===== config.mk =====
export PLATFORM = sky130hd
export DESIGN_NAME = window_filter_3x3
export DESIGN_NICKNAME = d
export VERILOG_FILES = /design/src/rtl/window_filter_3x3.sv
export SDC_FILE = /design/constraint.sdc
export NUM_CORES = 1
export LEC_CHECK = 0
export BUFFER_PORTS_ARGS = -buffer_cell sky130_fd_sc_hd__buf_2
export CAP_MARGIN = 10
export CORE_MARGIN = 5
export CORE_UTILIZATION = 35
export CTS_BUF_LIST = sky130_fd_sc_hd__clkbuf_16
export CTS_CLUSTER_DIAMETER = 30
export DETAILED_ROUTE_END_ITERATION = 8
export PLACE_DENSITY = 0.55
export SLEW_MARGIN = 15
export SYNTH_ARGS = -nofsm -noshare
export SYNTH_HDL_FRONTEND = slang
export SYNTH_SLANG_ARGS = --single-unit

===== constraint.sdc =====
create_clock -name clk -period 6 [get_ports clk]
set_input_delay 0.9 -clock clk [delete_from_list [all_inputs] [get_ports clk]]
set_output_delay 0.9 -clock clk [all_outputs]
set_load 0.02 [all_outputs]

===== src/rtl/window_filter_3x3.sv =====
// 3x3 window assembler and kernel filter fed by the 3-row line buffer; one output per beat, 2-cycle latency.
// Optional Sobel kernel (mode 3) is built only when WINDOW_FILTER_SOBEL_EN is defined; otherwise mode 3 is a pass-through.
module window_filter_3x3 #(
  parameter int WIDTH      = 320,
  parameter int HEIGHT     = 240,
  parameter int DATA_WIDTH = 8
) (
  input  logic                  clk,
  input  logic                  reset,
  input  logic                  in_valid,
  input  logic [DATA_WIDTH-1:0] tap_top,
  input  logic [DATA_WIDTH-1:0] tap_mid,
  input  logic [DATA_WIDTH-1:0] tap_bot,
  input  logic [1:0]            mode,
  output logic                  out_valid,
  output logic [DATA_WIDTH-1:0] pixel_out,
  output logic                  frame_done
);
  localparam int CW = (WIDTH > 2) ? $clog2(WIDTH) : 2;
  localparam int RW = (HEIGHT > 2) ? $clog2(HEIGHT) : 2;
  localparam int AW = DATA_WIDTH + 4;
  localparam logic [CW-1:0] COL_LAST = CW'(WIDTH - 1);
  localparam logic [RW-1:0] ROW_LAST = RW'(HEIGHT - 1);
  localparam logic [DATA_WIDTH-1:0] PMAX = '1;

  logic [CW-1:0]         col;
  logic [RW-1:0]         row;
  logic [DATA_WIDTH-1:0] w [3][3];  // [row: 0=top][col: 0=oldest/west]
  logic                  v1, interior1, last1;
  logic [1:0]            mode_q;

  always_ff @(posedge clk) begin
    if (reset) begin
      col       <= '0;
      row       <= '0;
      mode_q    <= '0;
      v1        <= 1'b0;
      interior1 <= 1'b0;
      last1     <= 1'b0;
      for (int i = 0; i < 3; i++)
        for (int j = 0; j < 3; j++)
          w[i][j] <= '0;
    end else begin
      v1 <= in_valid;
      if (in_valid) begin
        for (int i = 0; i < 3; i++) begin
          w[i][0] <= w[i][1];
          w[i][1] <= w[i][2];
        end
        w[0][2]   <= tap_top;
        w[1][2]   <= tap_mid;
        w[2][2]   <= tap_bot;
        interior1 <= (col >= CW'(2)) && (row >= RW'(2));
        last1     <= (col == COL_LAST) && (row == ROW_LAST);
        if (col == COL_LAST) begin
          col <= '0;
          row <= (row == ROW_LAST) ? '0 : row + 1'b1;
        end else begin
          col <= col + 1'b1;
        end
        // Kernel is chosen once per frame, on its first beat
        if (col == '0 && row == '0)
          mode_q <= mode;
      end
    end
  end

  logic signed [AW-1:0] nw, n, ne, wv, cv, ev, sw, s, se;
  logic signed [AW-1:0] gauss, sharp;
  logic [DATA_WIDTH-1:0] kern;

  assign nw = AW'(w[0][0]);
  assign n  = AW'(w[0][1]);
  assign ne = AW'(w[0][2]);
  assign wv = AW'(w[1][0]);
  assign cv = AW'(w[1][1]);
  assign ev = AW'(w[1][2]);
  assign sw = AW'(w[2][0]);
  assign s  = AW'(w[2][1]);
  assign se = AW'(w[2][2]);

  function automatic logic [DATA_WIDTH-1:0] clamp(input logic signed [AW-1:0] x);
    if (x[AW-1])
      return '0;
    else if (|x[AW-2:DATA_WIDTH])
      return PMAX;
    else
      return x[DATA_WIDTH-1:0];
  endfunction

  assign gauss = (cv <<< 2) + ((n + s + ev + wv) <<< 1) + nw + ne + sw + se;
  assign sharp = (cv <<< 2) + cv - n - s - ev - wv;

`ifdef WINDOW_FILTER_SOBEL_EN
  logic signed [AW-1:0] gx, gy, ax, ay;
  assign gx = (ne + (ev <<< 1) + se) - (nw + (wv <<< 1) + sw);
  assign gy = (sw + (s <<< 1) + se) - (nw + (n <<< 1) + ne);
  assign ax = gx[AW-1] ? -gx : gx;
  assign ay = gy[AW-1] ? -gy : gy;
`endif

  always_comb begin
    kern = w[1][1];
    case (mode_q)
      2'd1: kern = DATA_WIDTH'(gauss >>> 4);
      2'd2: kern = clamp(sharp);
`ifdef WINDOW_FILTER_SOBEL_EN
      2'd3: kern = clamp(ax + ay);
`endif
      default: kern = w[1][1];
    endcase
  end

  always_ff @(posedge clk) begin
    if (reset) begin
      out_valid  <= 1'b0;
      pixel_out  <= '0;
      frame_done <= 1'b0;
    end else begin
      out_valid  <= v1;
      frame_done <= v1 && last1;
      pixel_out  <= (v1 && interior1) ? kern : '0;
    end
  end
endmodule


# Yosys cells after proc, flatten, opt, wreduce, memory -nomap -nowiden
# Memory sizes are Yosys's and may differ from the RTL's.
# Index checks and enable logic that the tools add are counted.
totals:
  regBits: 32
  latchBits: 0
  mem_bits_rw: 72
  mem_bits_ro: 0
  output_inout_bits: 10
  n_memories: 1
mem_list:
  columns: ["memory", "depth", "word_bits", "read_ports", "rd_ports_with_merged_regs", "wr", "line", "source"]
  rows:
  - ["w", 3, 24, 3, 0, 3, "28", "logic [DATA_WIDTH-1:0] w [3][3];"]
classes:
  addsub: 15
  mul: 0
  div_mod_pow: 0
  magnitude_cmp: 2
  eq_ne: 4
  shift: 0
  muxes: 19
  n_bitwise: 10
  reduce_logical: 11
op_table:
  columns: ["op", "n"]
  rows:
  - ["$mux 8", 12]
  - ["$add 12x9->12", 4]
  - ["$sub 12x9->12", 3]
  - ["$add 10x8->11", 2]
  - ["$pmux 8 s2", 1]
  - ["$add 11x12->12", 1]
  - ["$sub 11x8->12", 1]
  - ["$add 9x8->10", 1]
  - ["$add 8x8->9", 1]
  - ["$add 9x1->9 const B", 1]
  - ["$eq 9x9->1 const B", 1]
  - ["$ge 9x2->1 const B", 1]
  - ["$logic_not 9->1", 1]
  - ["$mux 9", 1]
  - ["$or 1x1->1", 9]
  - ["$add 8x1->8 const B", 1]
  - ["$eq 8x8->1 const B", 1]
  - ["$ge 8x2->1 const B", 1]
  - ["$logic_not 8->1", 1]
  - ["$logic_and 1x1->1", 5]
  - ["$mux 1", 5]
  - ["$reduce_and 2->1", 2]
  - ["$reduce_or 3->1", 1]
  - ["$eq 2x1->1 const B", 1]
  - ["other kinds (3)", 3]

# Depth between registers and ports, before layout
# Gate-level depths: netlist of run 1.
# An unclocked memory read counts as a cell.
depth:
  ltp_word: 10
  mapped_depth: 25
  ltp_nobuf: 25

# Worst setup path after synthesis of run 1
# No wires, ideal clock.
synth_path:
  path_type: "reg-to-reg"
  start: "memory w[0][26] (netlist name)"
  end: "register pixel_out[7]"
  arrival_ps: 5596
  t_required_ps: 5877
  path_slack_ps: 280
  stages_incl_launch_ff: 22
  synth_period_minus_slack_ps: 5720
  path_cell_list: "edfxtp_1 -> inv_1 -> fa_1 -> fa_1 -> inv_1 -> ha_1 -> a21o_1 -> a21oi_1 -> xnor2_1 -> fa_1 -> inv_1 -> fa_1 -> fa_1 -> inv_1 -> ha_1 -> and4_1 -> a221o_1 -> o41a_1 -> a31o_1 -> a21oi_2 -> xnor2_1 -> o22ai_1"
synth_lines:
  columns: ["item", "line", "source"]
  rows:
  - ["start: declaration", "28", null]
  - ["end signal: assignment", "122", "pixel_out <= (v1 && interior1) ? kern : '0;"]
  - ["end: declaration", "16", "output logic [DATA_WIDTH-1:0] pixel_out,"]

==> results of run 1 <==
-- sequential cells by signal, summed over array words and instances (netlist names), 2 cells and up --
| signal | flops |
|---|---|
| pixel_out | 8 |
| mode_q | 2 |
| col | 9 |
| row | 8 |
| w | 72 |
-- through the flow --
step | setup slack (ns) | std cells | total power, mW
floorplan | 0.280 | 679 | 2.29
global placement | 0.0709 | 981 | 2.65
detailed placement | -0.0269 | 981 | 2.65
CTS | 0.0239 | 997 | 3.34
global route | -0.0405 | 1002 | 3.75
finish | 0.248 | 1002 | 3.43
-- layout by cell type, fill, tap and decap left out, drive strengths merged, types with 14 or more instances in the layout --
cell and n:
inv 141, and2 75, fa 75, edfxtp 72, buf 47, ha 46
dfxtp 32, nor2 29, a21oi 29, nand2 18, o21ai 17, xnor2 16
xor2 14
-- layer usage --
metal	part of all wire	track usage
met4	0.014	0.0387
met5	0	0
met3	0.030	0.0246
met1	0.49	0.179
met2	0.46	0.190
-- power by group --
part	internal [mW]	switching (mW)	total (mW)
combinational	0.881	1.05	1.93
clock	0.373	0.292	0.665
sequential	0.807	0.0322	0.839
-- area by class of cell --
class | count | area [um^2]
Fill cell | 2061 | 12500
Multi-Input combinational cell | 423 | 4040
Sequential cell | 104 | 2800
Inverter | 137 | 514
Tap cell | 275 | 344
Timing Repair Buffer | 47 | 258
Clock buffer | 9 | 225
Clock inverter | 7 | 103
-- repair_timing --
action	in CTS	in global routing
pin swaps	1	26
endpoints found under the setup margin	2	6
gates resized for setup	1	22
endpoints found under the hold margin	0	0
gates cloned	0	0
buffers inserted	0	5
-- critical path, delay by kind of cell (launching register included) --
kind	cells	cell delay, ns
and+or+nand+nor	2	0.29
buffers and inverters	6	0.32
DFF	1	0.36
AOI/OAI and AO/OA	4	1.16
xor gates and xnor gates	1	0.18
adders and majority gates	8	3.38
-- logic make-up after synthesis --
| logic type | synth area share |
|---|---|
| flip-flops | 0.383 |
| buffers and inverters | 0.0779 |
| XOR/XNOR | 0.0359 |
| multiplexers | 0.00427 |
| AND/OR/NAND/NOR | 0.138 |
| AO/OA/AOI/OAI | 0.0772 |
| adder cells (fa/ha/maj) | 0.284 |
-- worst max-delay path by stage --
stage                               to  cells past startpoint
after floorplan           pixel_out[7]                     21
after global placement    pixel_out[3]                     21
after detailed placement  pixel_out[7]                     21
after CTS                 pixel_out[7]                     21
after global routing      pixel_out[6]                     24
final                     pixel_out[6]                     21
==> reports/qor_table.md, run 1 <==
| Group | Metric | This run |
|:---|:---|:---|
| run status | Outcome | completed |
| sta | Final count of pins violating max slew | 0 |
| min path | Worst hold path endpoint | frame_done |
| flow run | Max-cap check violation count | 0 |
| global routing | Maximum number of pins on one net before global-route repair | 63 |
| finish | Area Overhead vs Synth | 13.2% |
| synth | Count of different cell masters after synthesis | 52 |
| synth | Main flop type after synthesis | sky130_fd_sc_hd__edfxtp_1 |
| routing | Number of nets with antenna violations after detailed routing | 0 |
| critical path | Endpoint kind of the worst setup timing path | register |
| synth | Leading cell type by number of instances after synthesis | sky130_fd_sc_hd__inv_1 |
| critical path | Worst setup slack for register-to-register paths | 0.25 ns |
| synth | Synthesized Nets | 829 |
| synth | Cells after synthesis | 679 |
| finish | Layout net count | 872 |
| critical path | Terminus of the critical flop-to-flop path | pixel_out[6] |
| synth | Leading cell types by total area after synthesis | sky130_fd_sc_hd__edfxtp_1, sky130_fd_sc_hd__fa_1, sky130_fd_sc_hd__dfxtp_1, sky130_fd_sc_hd__ha_1, sky130_fd_sc_hd__inv_1 |
| sta | Max frequency | 174 MHz |
| cts | Insertion delay to the later sink of the worst-skew pair | 0.35 ns |
| min path | Worst Hold Depth | 1 |
| global routing | GRT Util Overall | 0.125 |
| place | Half-perimeter wire length after detailed placement | 10700 um |
| place | Cell area after placement | 7840 um^2 |
| cts | Number of buffers inserted during clock tree synthesis | 9 |
| global routing | Number of global-route vias before repair | 4639 |
| place | Count of buffers from port buffering | 38 |
| routing | Routed wire length | 14300 um |
| routing | Vias after detailed routing | 4562 |
| critical path | Critical path launch point type | register |
| min path | Source of the worst hold timing path | last1 |
| global routing | Antenna violations before repair | 0 |
| place | Global placement routability congestion | 0.807 |
| critical path | Worst-path maximum fanout | 4 |
| sta | Time the worst path needs with I/O delays and setup | 5.75 ns |
| global routing | Overall overflow remaining after global route | 0 |
| floorplanning | Number of core rows | 53 |
| sta | Fin Hold WS | 0.458 ns |
| cts | Htree depth | 3 |
| cts | CTS Hold Bufs | 0 |
| critical path | Worst-case reg-to-reg path depth | 21 |
| synth | Sequential area share after synthesis | 0.383 |
| finish | Final Cell Area | 8290 um^2 |
| floorplanning | Starting density of the core | 0.352 |
| critical path | Worst setup path startpoint | w[0][25] |
| routing | Initial drt markers | 269 |
| floorplanning | Die area | 23900 um^2 |
| synth | Number of enable flip-flop cells after synthesis | 72 |
| floorplanning | Die Y-Extent | 155 um |
| synth | Commonest cells in the netlist | sky130_fd_sc_hd__inv_1, sky130_fd_sc_hd__and2_1, sky130_fd_sc_hd__fa_1 |
| sta | Fin Clk Skew | 0.0107 ns |
| routing | Post-route DRC violation count | 0 |
| cts | Root buffer cell | sky130_fd_sc_hd__clkbuf_16 |
| min path | Path class of the lowest-slack min-delay path | reg2reg |
| sta | Count of endpoints failing setup in the final report | 0 |
| pwr | Power per cell area | 414 nW/um^2 |
| critical path | Worst path slowest cell | sky130_fd_sc_hd__fa_1 |
| critical path | Slowest stage delay, CP | 0.55 ns |
| floorplanning | Num ports | 39 |
| sta | Headroom to the max-slew limit | 0.440 |
| critical path | Data arrival time of the critical path | 6.03 ns |
| synth | Netlist area before placement | 7320 um^2 |
| global routing | Global-route wire length before repair | 23700 um |
| critical path | Critical path class | reg2reg |
| critical path | Most used cell, CP | sky130_fd_sc_hd__fa_1 |
| synth | Mean cell area of the mapped netlist | 10.8 um^2 |
| cts | Maximum count of clock buffers along a single path | 2 |
| pwr | Worst vdd rail ir drop | 0.204 mV |
| critical path | CP cell instances | inv_2 -> fa_1 -> fa_1 -> inv_1 -> ha_2 -> inv_2 -> fa_2 -> inv_1 -> fa_1 -> inv_1 -> fa_1 -> fa_1 -> inv_1 -> ha_1 -> and4_1 -> a221o_1 -> o41a_1 -> a31o_1 -> xor2_1 -> nand3_1 -> a31oi_1 |
| sta | Hold violation total from the final report | 0 |
| synth | Post-synth ARST share | 0 |
| cts | CTS sink count | 104 |
| sta | Total Negative Setup Slacks | 0 ns |
| finish | Post-route core utilization | 0.398 |
| floorplanning | Horizontal extent of the die | 155 um |
| routing | Routed via count divided by cell count | 4.55 |
| finish | Diode insertion count for antenna repair | 0 |
| synth | Number of synthesized register bits | 104 |
| critical path | Reg2Reg Launch Point | w[0][25] |
| floorplanning | Standard cell core area | 20800 um^2 |
| critical path | Data required time at the worst endpoint | 6.28 ns |
| routing | Initial DRT Pass Iterations | 4 |
| routing | Routed wirelength normalized by instance count | 14.3 um |
| pwr | Static leakage | 3.60 nW |
| sta | Tcrit/Tclk final | 0.959 |
| finish | Fraction of final layout cells sized beyond drive strength 1 | 0.122 |
| synth | Biggest area consumer among synthesized cells | sky130_fd_sc_hd__edfxtp_1 |
| cts | Clock-pin transition on the worst setup and hold timing paths | 0.08 ns |
| sta | Slew at the pin closest to its max-slew limit | 0.839 ns |
| synth | Count of yosys warnings during synthesis | 0 |
| cts | Clock tree from TritonCTS | yes |
| synth | Yosys top cell area share | 0.295 |
No activity file was read; power rests on OpenSTA's default activity.
==> inputs of run 2 (changes only) <==
- CORE_UTILIZATION: 35 -> 56
- PLACE_DENSITY: 0.55 -> 0.8
- SLEW_MARGIN: 15 -> unset
==> run 2 against run 1 <==
Effect of this change: final cell count shrank 11%; first-iteration DRC count grew 38%; global-route usage grew 6.7 points; maximum frequency shrank 1.9%; utilization grew 24 points; cell area shrank 2.3%; clock skew shrank 0.0037 ns; flip-flop and latch count is the same; critical path type unchanged; critical endpoint unchanged; largest cell class unchanged; largest power group unchanged.
==> reports/qor_table.md, run 2 (synthesized netlist as in run 1, its figures left out) <==
| Group | Metric | This run | Change |
|:---|:---|:---|:---|
| sta | Max frequency | 171 MHz | -1.9% |
| critical path | Endpoint kind of the worst setup timing path | register |  |
| finish | Post-route core utilization | 0.636 | +0.238 |
| cts | CTS Hold Bufs | 0 | unchanged |
| routing | Vias after detailed routing | 4766 | +4.5% |
| finish | Number of flip-flops under the largest register name | 72 | unchanged |
| sta | Fin Clk Skew | 0.00698 ns | -0.00372 ns |
| place | Cell area after placement | 7700 um^2 | -1.8% |
| global routing | Met3 Use GR | 0.0433 | +0.0187 |
| flow run | Max-cap check violation count | 0 | unchanged |
| finish | Regs by FF count | w: 72 flops, col: 9 flops |  |
| pwr | Power per cell area | 418 nW/um^2 | +0.85% |
| critical path | Worst-path maximum fanout | 4 | unchanged |
| cts | Insertion delay to the later sink of the worst-skew pair | 0.36 ns | about the same |
| critical path | Data arrival time of the critical path | 6.15 ns | +0.12 ns |
| cts | Clock tree from TritonCTS | yes |  |
| critical path | Data required time at the worst endpoint | 6.29 ns | about the same |
| min path | Path class of the lowest-slack min-delay path | reg2reg |  |
| routing | Initial drt markers | 372 | +38% |
| global routing | M1 GR Usage | 0.240 | +0.0609 |
| finish | Fraction of final layout cells sized beyond drive strength 1 | 0.123 | +0.000507 |
| pwr | Static leakage | 3.56 nW | -1.1% |
| sta | Tcrit/Tclk final | 0.977 | +0.0186 |
| floorplanning | Standard cell core area | 12700 um^2 | -39% |
| floorplanning | Number of core rows | 41 | -23% |
| routing | Number of nets with antenna violations after detailed routing | 0 | unchanged |
| routing | Initial DRT Pass Iterations | 5 | +1 |
| routing | Routed wire length | 14100 um | -1.7% |
| global routing | Antenna violations before repair | 0 | unchanged |
| place | Count of buffers from port buffering | 38 | unchanged |
| sta | Fin Hold WS | 0.466 ns | +0.00816 ns |
| cts | Clock-pin transition on the worst setup and hold timing paths | 0.07 ns | about the same |
| sta | Headroom to the max-slew limit | 0.319 | -0.122 |
| cts | Number of buffers inserted during clock tree synthesis | 9 | unchanged |
| finish | Layout net count | 869 | -0.34% |
| place | Half-perimeter wire length after detailed placement | 10600 um | -1.4% |
| global routing | Most utilized layer in the global route result | met2 |  |
| cts | Maximum count of clock buffers along a single path | 2 | unchanged |
| sta | Slew at the pin closest to its max-slew limit | 1.02 ns | +0.182 ns |
| pwr | Worst vdd rail ir drop | 0.204 mV | about the same |
| run status | Outcome | completed |  |
| floorplanning | Num ports | 39 | unchanged |
| global routing | Number of global-route vias before repair | 5179 | +12% |
| floorplanning | Die Y-Extent | 124 um | -20% |
| critical path | Critical path launch point type | register |  |
| routing | Routed wirelength normalized by instance count | 15.7 um | +10% |
| global routing | Overall overflow remaining after global route | 0 | unchanged |
| floorplanning | Die area | 15500 um^2 | -35% |
| finish | Leading cell type in the layout, fill and taps excluded | sky130_fd_sc_hd__inv_1 |  |
| finish | Most flops, register | w |  |
| global routing | Maximum number of pins on one net before global-route repair | 74 | +17% |
| place | Global placement routability congestion | 0.877 | +8.6% |
| sta | Hold violation total from the final report | 0 | unchanged |
| cts | Root buffer cell | sky130_fd_sc_hd__clkbuf_16 |  |
| sta | Time the worst path needs with I/O delays and setup | 5.86 ns | +0.111 ns |
| routing | Routed via count divided by cell count | 5.32 | +17% |
| finish | Area Overhead vs Synth | 10.6% |  |
| sta | Final worst-path setup slack | 0.137 ns | -0.111 ns |
| cts | CTS sink count | 104 | unchanged |
| floorplanning | Starting density of the core | 0.576 | +0.224 |
| sta | Unrepaired setup endpoints after global routing | yes |  |
| global routing | Global-route wire length before repair | 24400 um | +2.7% |
| critical path | Critical path class | reg2reg |  |
| global routing | Fraction of met2 tracks used by global routing | 0.330 | +0.140 |
| finish | Diode insertion count for antenna repair | 0 | unchanged |
| floorplanning | Horizontal extent of the die | 124 um | -20% |
| global routing | GRT Util Overall | 0.192 | +0.0674 |
| finish | Commonest cells after routing, fill and taps aside | sky130_fd_sc_hd__inv_1, sky130_fd_sc_hd__and2_1, sky130_fd_sc_hd__fa_1 |  |
| cts | Htree depth | 3 | unchanged |
| place | Worst Setup Slack post-DPL | -0.0639 ns | -0.0370 ns |
| sta | Count of endpoints failing setup in the final report | 0 | unchanged |
| routing | Post-route DRC violation count | 0 | unchanged |
| finish | Final Cell Area | 8100 um^2 | -2.3% |
| sta | Final count of pins violating max slew | 0 | unchanged |
==> run 2: cell types whose count changed in the layout (fill, tap and decap cells not counted), sizes merged <==
| cell | before | now |
|---|---|---|
| buf | 47 | 44 |
| bufinv | 2 | 0 |
| clkinv | 0 | 5 |
| inv | 141 | 138 |
==> run 2: critical path, cell delays in order, from the launching register on <==
cell and delay, ns:
sky130_fd_sc_hd__edfxtp_1 0.38, sky130_fd_sc_hd__inv_2 0.07, sky130_fd_sc_hd__fa_1 0.51, sky130_fd_sc_hd__fa_1 0.58, sky130_fd_sc_hd__inv_1 0.06, sky130_fd_sc_hd__ha_1 0.27, sky130_fd_sc_hd__a21o_1 0.19, sky130_fd_sc_hd__a21oi_2 0.21
sky130_fd_sc_hd__xnor2_2 0.11, sky130_fd_sc_hd__fa_1 0.55, sky130_fd_sc_hd__inv_1 0.05, sky130_fd_sc_hd__fa_1 0.45, sky130_fd_sc_hd__fa_1 0.51, sky130_fd_sc_hd__inv_2 0.05, sky130_fd_sc_hd__ha_4 0.22, sky130_fd_sc_hd__and4_1 0.15
sky130_fd_sc_hd__a221o_1 0.38, sky130_fd_sc_hd__o41a_1 0.39, sky130_fd_sc_hd__a31o_1 0.23, sky130_fd_sc_hd__xor2_1 0.17, sky130_fd_sc_hd__nand3_1 0.10, sky130_fd_sc_hd__a31oi_1 0.17
==> run 2: worst paths after layout <==
kind / cells after the start / slack (ns) / start / to
worst max-delay path: 21 / 0.14 / w[0][26] / pixel_out[6]
worst min-delay path: 1 / 0.47 / last1 / frame_done
worst max register to register: 21 / 0.14 / w[0][26] / pixel_out[6]
worst min register to register: 1 / 0.47 / last1 / frame_done
==> run 2: cell type report <==
type                            instances  area [um^2]
Clock buffer                            9          225
Tap cell                              172          215
Inverter                              137          514
Timing Repair Buffer                   44          235
Clock inverter                          7         47.5
Sequential cell                       104         2800
Fill cell                            1024         4630
Multi-Input combinational cell        423         4060
==> run 2: power by group <==
group / switching, mW / leakage, nW / internal, mW
Sequential: 0.0320 / 1.05 / 0.808
Combinational: 1.09 / 2.38 / 0.898
Clock: 0.271 / 0.133 / 0.282
Total: 1.40 / 3.56 / 1.99
==> run 2: per-layer routing <==
layer	vias to the layer above	routed length, um
met5	-	0
met2	107	7160
met3	23	582
met1	2355	6030
li1	2281	-
met4	0	285
==> run 2: through the flow <==
step                      TNS [ns]  cells  total power, mW
final                            0    896             3.38
after CTS                        0    893             3.25
after detailed placement    -0.206    876             2.68
after global placement           0    876             2.58
after floorplan                  0    679             2.29
after global routing        -0.199    896             3.69
==> run 2: what timing repair did <==
item | 4_1_cts | 5_1_grt
setup buffers | 1 | 3
pin swaps | 8 | 29
setup endpoints to repair | 4 | 6
resized for setup | 6 | 19
==> inputs of run 3 (changes only) <==
--- a/config.mk
+++ b/config.mk
@@ -13,5 +13,5 @@
 export CTS_CLUSTER_DIAMETER = 30
 export DETAILED_ROUTE_END_ITERATION = 8
-export PLACE_DENSITY = 0.8
+export PLACE_DENSITY = 0.77
 export SYNTH_ARGS = -nofsm -noshare
 export SYNTH_HDL_FRONTEND = slang
==> constraint.sdc (replaced) <==
create_clock -name clk -period 6 [get_ports clk]
set_input_delay 0.9 -clock clk [delete_from_list [all_inputs] [get_ports clk]]
set_output_delay 0.9 -clock clk [all_outputs]
set_load 0.1 [all_outputs]
==> run 3 against run 2 <==
Effect of this change: routed wire length up 0.15%; critical endpoint unchanged; utilization about the same; power about the same; cell area about the same; largest cell class unchanged; die area unchanged; clock skew up 0.00080 ns.
==> reports/qor_table.md, run 3 (synthesized netlist as in run 1, its figures left out) <==
| Group | Metric | This run | Change |
|:---|:---|:---|:---|
| place | Global placement routability congestion | 0.868 | -1.0% |
| sta | Tcrit/Tclk final | 0.978 | +0.00130 |
| finish | Final non-filler cell total | 900 | +0.45% |
| pwr | Register share of total power | 0.248 | about the same |
| sta | Final count of pins violating max slew | 0 | unchanged |
| critical path | Critical path class | reg2reg |  |
| cts | Clock tree from TritonCTS | yes |  |
| finish | Area Overhead vs Synth | 10.6% | about the same |
| sta | Fin Hold WS | 0.465 ns | -0.00150 ns |
| routing | Routed wirelength normalized by instance count | 15.6 um | -0.30% |
| floorplanning | Die area | 15500 um^2 | unchanged |
| pwr | Switching share of total power | 0.410 | -0.00243 |
| global routing | Antenna violations before repair | 0 | unchanged |
| finish | Regs by FF count | w: 72 flops, col: 9 flops |  |
| sta | Headroom to the max-slew limit | 0.304 | -0.0148 |
| sta | Count of endpoints failing setup in the final report | 0 | unchanged |
| sta | Max frequency | 170 MHz | -0.13% |
| pwr | Combinational group share of total power | 0.592 | +0.003 |
| finish | Commonest cells after routing, fill and taps aside | sky130_fd_sc_hd__inv_1, sky130_fd_sc_hd__and2_1, sky130_fd_sc_hd__fa_1 |  |
| finish | Diode insertion count for antenna repair | 0 | unchanged |
| pwr | Power per cell area | 418 nW/um^2 | about the same |
| critical path | Worst-case reg-to-reg path depth | 21 | unchanged |
| min path | Worst hold path endpoint | frame_done |  |
| critical path | Worst-path maximum fanout | 4 | unchanged |
| cts | CTS Hold Bufs | 0 | unchanged |
| finish | Most flops, register | w |  |
| routing | Routed wire length | 14100 um | +0.15% |
| finish | Fraction of final layout cells sized beyond drive strength 1 | 0.121 | -0.00205 |
| finish | Number of flip-flops under the largest register name | 72 | unchanged |
| floorplanning | Number of core rows | 41 | unchanged |
| global routing | Number of global-route vias before repair | 5106 | -1.4% |
| run status | Outcome | completed |  |
| critical path | Worst setup slack for register-to-register paths | 0.13 ns | about the same |
| floorplanning | Standard cell core area | 12700 um^2 | unchanged |
| sta | Total Negative Setup Slacks | 0 ns | unchanged |
| routing | Initial DRT Pass Iterations | 4 | -1 |
| min path | Worst Hold Depth | 1 | unchanged |
| sta | Slew at the pin closest to its max-slew limit | 1.04 ns | +0.0222 ns |
| cts | Root buffer cell | sky130_fd_sc_hd__clkbuf_16 |  |
| global routing | Overall overflow remaining after global route | 0 | unchanged |
| critical path | Data required time at the worst endpoint | 6.28 ns | about the same |
| cts | Insertion delay to the later sink of the worst-skew pair | 0.35 ns | about the same |
| routing | Initial drt markers | 259 | -30% |
| critical path | Endpoint kind of the worst setup timing path | register |  |
| place | Cell total after placement | 876 | unchanged |
| global routing | GRT Util Overall | 0.194 | +0.00241 |
| cts | Clock-pin transition on the worst setup and hold timing paths | 0.07 ns | about the same |
| cts | Htree depth | 3 | unchanged |
| sta | Hold violation total from the final report | 0 | unchanged |
| pwr | Final Power | 3.38 mW | about the same |
| critical path | Data arrival time of the critical path | 6.15 ns | about the same |
| finish | Layout net count | 873 | +0.46% |
| cts | CTS sink count | 104 | unchanged |
| sta | Unrepaired setup endpoints after global routing | yes |  |
| flow run | Max-cap check violation count | 0 | unchanged |
| floorplanning | Num ports | 39 | unchanged |
| place | Count of buffers from port buffering | 38 | unchanged |
| routing | Routed via count divided by cell count | 5.23 | -1.6% |
| cts | Maximum count of clock buffers along a single path | 2 | unchanged |
| cts | Number of buffers inserted during clock tree synthesis | 9 | unchanged |
| global routing | Maximum number of pins on one net before global-route repair | 74 | unchanged |
| floorplanning | Die Y-Extent | 124 um | unchanged |
| routing | Vias after detailed routing | 4711 | -1.2% |
| critical path | Reg2Reg Launch Point | w[0][25] |  |
| min path | Source of the worst hold timing path | last1 |  |
| pwr | Reported net switching power | 1.39 mW | -0.56% |
| place | Half-perimeter wire length after detailed placement | 10500 um | -0.55% |
| sta | Time the worst path needs with I/O delays and setup | 5.87 ns | +0.00782 ns |
| critical path | Terminus of the critical flop-to-flop path | pixel_out[6] |  |
| pwr | Worst vdd rail ir drop | 0.229 mV | +12% |
| floorplanning | Horizontal extent of the die | 124 um | unchanged |
| pwr | Portion of total power attributed to the clock network | 0.160 | -0.003 |
| min path | Path class of the lowest-slack min-delay path | reg2reg |  |
| pwr | Static leakage | 3.58 nW | +0.59% |
| routing | Post-route DRC violation count | 0 | unchanged |
| global routing | Global-route wire length before repair | 24400 um | +0.14% |
| floorplanning | Starting density of the core | 0.576 | unchanged |
| pwr | Pint | 2.00 mW | +0.44% |
| critical path | Critical path launch point type | register |  |
| routing | Number of nets with antenna violations after detailed routing | 0 | unchanged |
| finish | Leading cell type in the layout, fill and taps excluded | sky130_fd_sc_hd__inv_1 |  |
| sta | Fin Clk Skew | 0.00778 ns | +0.000796 ns |
[run 3: how the worst max path moves through the flow]
stage | startpoint | to | cells past startpoint
final | w[0][25] | pixel_out[6] | 21
after global routing | w[0][25] | pixel_out[6] | 22
after CTS | w[0][9] | pixel_out[3] | 21
after detailed placement | w[0][10] | pixel_out[7] | 21
after global placement | w[0][26] | pixel_out[3] | 21
after floorplan | w[0][26] | pixel_out[7] | 21
[run 3: per-stage QoR]
step	setup WS, ns	util	cell area [um^2]
after global placement	0.101	0.605	7700
after CTS	0.00108	0.627	7970
after floorplan	0.280	-	7320
after global routing	-0.0955	0.637	8100
final	0.129	0.637	8100
after detailed placement	-0.0353	0.605	7700
[run 3: what timing repair did]
action,CTS,global route
gates resized for setup,2,20
pin swaps,2,30
setup endpoints to repair,5,6
setup buffers,1,7
[run 3: worst max-delay path, cell delays in order, from the launching register on]
cell	delay [ns]
sky130_fd_sc_hd__edfxtp_1	0.42
sky130_fd_sc_hd__inv_2	0.10
sky130_fd_sc_hd__fa_1	0.42
sky130_fd_sc_hd__fa_1	0.45
sky130_fd_sc_hd__inv_1	0.07
sky130_fd_sc_hd__ha_2	0.20
sky130_fd_sc_hd__inv_2	0.05
sky130_fd_sc_hd__fa_2	0.42
sky130_fd_sc_hd__xnor2_2	0.16
sky130_fd_sc_hd__fa_1	0.48
sky130_fd_sc_hd__inv_1	0.05
sky130_fd_sc_hd__fa_1	0.48
sky130_fd_sc_hd__fa_1	0.50
sky130_fd_sc_hd__inv_1	0.06
sky130_fd_sc_hd__ha_4	0.25
sky130_fd_sc_hd__and4_1	0.17
sky130_fd_sc_hd__a221o_1	0.34
sky130_fd_sc_hd__o41a_1	0.44
sky130_fd_sc_hd__a31o_1	0.29
sky130_fd_sc_hd__xor2_1	0.19
sky130_fd_sc_hd__nand3_1	0.11
sky130_fd_sc_hd__a31oi_1	0.17
[run 3: metal layers]
layer | up-vias | global-route usage | routed length (um)
met4 | 0 | 0.0651 | 322
li1 | 2287 | - | -
met5 | - | 0 | 0
met3 | 24 | 0.0416 | 569
met2 | 91 | 0.330 | 7120
met1 | 2309 | 0.248 | 6070
[run 3: layout make-up]
cell class / instances / area, um^2
Timing Repair Buffer: 48 / 265
Clock inverter: 7 / 38.8
Clock buffer: 9 / 225
Sequential cell: 104 / 2800
Tap cell: 172 / 215
Inverter: 137 / 514
Multi-Input combinational cell: 423 / 4040
Fill cell: 994 / 4620
[run 3: power groups by stage]
stage               sequential (mW)  clock (mW)  combinational, mW
detailed placement            0.855           0               1.81
floorplan                     0.846           0               1.45
global placement              0.854           0               1.75
CTS                           0.840       0.552               1.85
finish                        0.840       0.542               2.00
global route                  0.845       0.581               2.28
